==> config.mk <==
export PLATFORM = sky130hd
export DESIGN_NAME = ccmult_pipe
export DESIGN_NICKNAME = d
export VERILOG_FILES = /design/src/rtl/ccmult_pipe.sv
export SDC_FILE = /design/constraint.sdc
export NUM_CORES = 2
export LEC_CHECK = 0
export CAP_MARGIN = 20
export CORE_MARGIN = 2
export CORE_UTILIZATION = 50
export DETAILED_ROUTE_END_ITERATION = 7
export PLACE_DENSITY = 0.71
export REMOVE_ABC_BUFFERS = 1
export SLEW_MARGIN = 20
export SYNTH_ARGS = -nofsm -noshare
export SYNTH_HDL_FRONTEND = slang
export SYNTH_SLANG_ARGS = --single-unit
==> constraint.sdc <==
create_clock -name clk -period 8.1 [get_ports clk]
set_clock_uncertainty 0.1 [all_clocks]
set_input_delay 1.62 -clock clk [delete_from_list [all_inputs] [get_ports clk]]
set_output_delay 1.62 -clock clk [all_outputs]
set_load 0.01 [all_outputs]
==> src/rtl/ccmult_pipe.sv <==
// rtl/ccmult_pipe.sv - 3-stage streaming complex multiplier (a*b or a*conj(b)), round + optional clamp.
// Define CCMULT_SAT_EN to clamp out-of-range results and report ovf; otherwise results wrap.
module ccmult_pipe #(
  parameter int WIDTH = 16,
  parameter int FRAC  = 12,
  parameter int TAG_W = 4
) (
  input  logic             clk,
  input  logic             rst_n,
  input  logic             in_valid,
  output logic             in_ready,
  input  logic             in_conj,
  input  logic [TAG_W-1:0] in_tag,
  input  logic [WIDTH-1:0] ar,
  input  logic [WIDTH-1:0] ai,
  input  logic [WIDTH-1:0] br,
  input  logic [WIDTH-1:0] bi,
  output logic             out_valid,
  input  logic             out_ready,
  output logic [WIDTH-1:0] pr,
  output logic [WIDTH-1:0] pi,
  output logic [TAG_W-1:0] out_tag,
  output logic             ovf
);

  localparam int PW = 2 * WIDTH;
  localparam int SW = 2 * WIDTH + 2;
  localparam logic signed [SW-1:0] RND = SW'(1) << (FRAC - 1);
`ifdef CCMULT_SAT_EN
  localparam logic signed [SW-1:0] SAT_MAX = (SW'(1) << (WIDTH - 1)) - SW'(1);
  localparam logic signed [SW-1:0] SAT_MIN = -(SW'(1) << (WIDTH - 1));
`endif

  logic                 adv;
  logic                 s1_valid, s1_conj, s2_valid;
  logic [TAG_W-1:0]     s1_tag, s2_tag;
  logic signed [PW-1:0] s1_rr, s1_ii, s1_ri, s1_ir;
  logic signed [SW-1:0] s2_re, s2_im;
  logic signed [SW-1:0] rr_x, ii_x, ri_x, ir_x, re_n, im_n;
  logic signed [SW-1:0] re_sh, im_sh;

  // One shared advance: the whole pipe moves or the whole pipe holds, bubbles included.
  assign adv      = !out_valid || out_ready;
  assign in_ready = adv;

  function automatic logic [WIDTH-1:0] narrow(input logic signed [SW-1:0] v);
`ifdef CCMULT_SAT_EN
    if (v > SAT_MAX)      narrow = SAT_MAX[WIDTH-1:0];
    else if (v < SAT_MIN) narrow = SAT_MIN[WIDTH-1:0];
    else                  narrow = v[WIDTH-1:0];
`else
    narrow = v[WIDTH-1:0];
`endif
  endfunction

`ifdef CCMULT_SAT_EN
  function automatic logic clipped(input logic signed [SW-1:0] v);
    clipped = (v > SAT_MAX) || (v < SAT_MIN);
  endfunction
`endif

  always_comb begin
    rr_x = s1_rr;
    ii_x = s1_ii;
    ri_x = s1_ri;
    ir_x = s1_ir;
    if (s1_conj) begin
      re_n = rr_x + ii_x;
      im_n = ir_x - ri_x;
    end else begin
      re_n = rr_x - ii_x;
      im_n = ri_x + ir_x;
    end
    // Round half toward +inf before dropping the fraction.
    re_sh = (s2_re + RND) >>> FRAC;
    im_sh = (s2_im + RND) >>> FRAC;
  end

  always_ff @(posedge clk or negedge rst_n) begin
    if (!rst_n) begin
      s1_valid  <= 1'b0;
      s1_conj   <= 1'b0;
      s1_tag    <= '0;
      s1_rr     <= '0;
      s1_ii     <= '0;
      s1_ri     <= '0;
      s1_ir     <= '0;
      s2_valid  <= 1'b0;
      s2_tag    <= '0;
      s2_re     <= '0;
      s2_im     <= '0;
      out_valid <= 1'b0;
      out_tag   <= '0;
      pr        <= '0;
      pi        <= '0;
      ovf       <= 1'b0;
    end else if (adv) begin
      s1_valid  <= in_valid;
      s1_conj   <= in_conj;
      s1_tag    <= in_tag;
      s1_rr     <= $signed(ar) * $signed(br);
      s1_ii     <= $signed(ai) * $signed(bi);
      s1_ri     <= $signed(ar) * $signed(bi);
      s1_ir     <= $signed(ai) * $signed(br);
      s2_valid  <= s1_valid;
      s2_tag    <= s1_tag;
      s2_re     <= re_n;
      s2_im     <= im_n;
      out_valid <= s2_valid;
      out_tag   <= s2_tag;
      pr        <= narrow(re_sh);
      pi        <= narrow(im_sh);
`ifdef CCMULT_SAT_EN
      ovf       <= clipped(re_sh) || clipped(im_sh);
`else
      ovf       <= 1'b0;
`endif
    end
  end

endmodule

==> metrics.txt <==
clock tree buffer depth 2; critical path class input port to flip-flop; flip-flop and latch area 0.004856 mm^2; global-route met3 utilization 0.03030; HP Class flip-flop to flip-flop; clock slew at reported path FFs roughly 0.080 ns; Tot GR Track Use 0.2634; Ports 112; wire length per cell ~18 um; post-layout min period ~7.7 ns; core area 0.09166 mm^2; Mean Syn Cell Area 8.780 um^2; CP arrival roughly 8.0 ns; post-DP HPWL about 95000 um; DR vias/cell around 5.3; via count approximately 35000; Final Hold Viols 0; share of async-settable or async-resettable flops after synthesis 1.000; CP Capture Type flip-flop; number of synthesized flops with an enable pin 0; Seq/Total Area, Yosys 0.1049; Initial Utilization 0.5048; Finished Cell Area between 0.05 and 0.06 mm^2; outcome finished, final reports clean; most frequent cells in the layout inv_1, fa_1, nand2_1; Chip Width between 300 and 400 um; FF+latch count, synth between 150 and 200; crit path max fanout 18; Synth Flop Type dfrtp_1; # clock sinks just under 200; RSZ-0062 raised after global routing no; H-tree depth 4; number of global-route vias before repair 36510; Achievable Freq about 0.13 GHz; # hold bufs at CTS 0; Worst-Skew Late Latency 0.49 ns; CTS tree done; met2 Use GR 0.4303; Ys Warns 0; Rows ~110; Worst Tran Pin Value 1.028 ns; Routed Antenna Nets 0; Mapped Cells 5270; grt ovf 0; TritonRoute pass-1 iters 6; DR DRC count 0; Max-Cap Viols 0; Routed WL between 100000 and 150000 um; commonest non-fill, non-tap cell in the layout inv_1; Final nets 6668; final setup vio count 0; pin count of the biggest net entering global routing approximately 110; count of cell types in the netlist 70; Die Footprint 0.09500 mm^2; CTS buffer count 17; multi-input logic area 0.03618 mm^2; number of port buffers 110; CP Launch Type input port; Filler cells slightly above 8000; Area Overhead vs Synth 9.012%; worst relative slew slack 0.3149; Req. time, crit path roughly 8.4 ns; Tcrit/Tclk final 0.9497; worst hold slack roughly 0.37 ns; gr busiest metal met2; die height 308.2 um; met1 Use GR 0.3643; max-slew violations 0; share of post-route cells with drive strength above 1 0.04185; Placed Instance Area 0.04985 mm^2; initial antenna violation count 1; initial drt markers approximately 2200; routability cong. a little over 0.9; first-pass GRT wire length 195100 um; Post-Syn Area about 0.046 mm^2; root buffer cell clkbuf_16
[per-stage QoR]
stage,util,instances,setup TNS (ns),setup WS [ns]
CTS,0.5502,6514,0,0.3329
finish,0.5503,6515,0,0.4078
global route,0.5503,6514,0,0.1567
global placement,0.5438,6482,-0.07351,-0.07351
detailed placement,0.5438,6482,-0.2293,-0.1773
floorplan,-,5026,-983.39,-8.713
[kinds of logic (layout without fill, tap and decap cells)]
group / count (synthesis) / after routing / synth area share
multiplexers: 8 / 8 / 0.001866
AND/OR/NAND/NOR: 1629 / 1629 / 0.1693
XOR/XNOR: 259 / 259 / 0.04902
buffers and inverters: 1398 / 1456 / 0.1135
adder cells (fa/ha/maj): 1280 / 1280 / 0.4947
AO/OA/AOI/OAI: 501 / 501 / 0.06660
other: 1 / 2 / 0.00008104
flip-flops: 194 / 194 / 0.1049
[cells in the mapped netlist (all sizes together) (13+ instances only)]
cell type	n	area, um^2
nor2	197	739.5
and2	474	2965
a21o	44	330.3
dfrtp	194	4855
nand4	19	118.9
xnor2	159	1393
nor4	17	127.6
o21ai	147	735.7
o21a	19	142.6
a31oi	18	112.6
o31ai	13	97.59
nor3	44	220.2
xor2	100	875.8
clkbuf	231	867.1
inv	1154	4332
or3	15	93.84
buf	13	52.55
ha	364	4554
o21bai	17	127.6
and3	17	106.4
a211oi	13	102.6
nand2b	36	225.2
nand3	38	190.2
nand2	734	2755
fa	916	18340
a21oi	167	835.8
[critical path, cell delays in order]
cell	delay, ns
clkdlybuf4s50_1	0.44
buf_12	0.18
buf_4	0.18
and2_1	0.18
fa_1	0.54
inv_1	0.05
fa_1	0.45
fa_1	0.51
inv_1	0.06
fa_1	0.50
fa_1	0.51
inv_1	0.05
fa_1	0.48
inv_1	0.04
ha_1	0.28
o2111ai_1	0.27
or2_2	0.37
a211oi_2	0.28
nor3_1	0.12
nor4b_1	0.33
o21ai_0	0.22
a221oi_1	0.28
[state kept, by name, summed over array words and instances, names as in the netlist, 16 cells and up]
register	flops
pi	16
pr	16
s1_ii	28
s1_ir	28
s1_ri	28
s1_rr	28
s2_im	17
s2_re	17
[final cells by class]
class | count | area share
multi-input combinational | 3678 | 0.7172
timing repair buffer | 270 | 0.05938
tap | 1186 | 0.02942
clock buffer | 20 | 0.009053
inverter | 1154 | 0.08597
antenna | 1 | 0.00004961
sequential | 194 | 0.09626
clock inverter | 12 | 0.002629
[path summary, 6_finish.rpt]
path                           from        end  slack, ns  depth (start not counted)
setup / recovery              bi[4]  s1_ii[26]       0.41                         22
hold / removal             s2_valid  out_valid       0.37                          1
setup reg to reg           s1_ii[5]  s2_re[27]       2.78                         17
hold reg to reg            s2_valid  out_valid       0.37                          1
max in group asynchronous     rst_n  s1_ii[22]       5.57                          2
min in group asynchronous     rst_n  s1_tag[0]       1.01                          1
[routing by layer]
metal | routed length, um | vias up
li1 | - | 15850
met1 | 51180 | 17430
met2 | 55200 | 1125
met3 | 7190 | 200
met4 | 4383 | 0
met5 | 0 | -
[timing repair]
action,in CTS,in global routing
endpoints found under the setup margin,0,1
gates resized for setup,0,1
buffers inserted,0,0
endpoints found under the hold margin,0,0
Power is not shown: default switching activity piles up to over one toggle a cycle in this logic, so the estimate is an artifact.
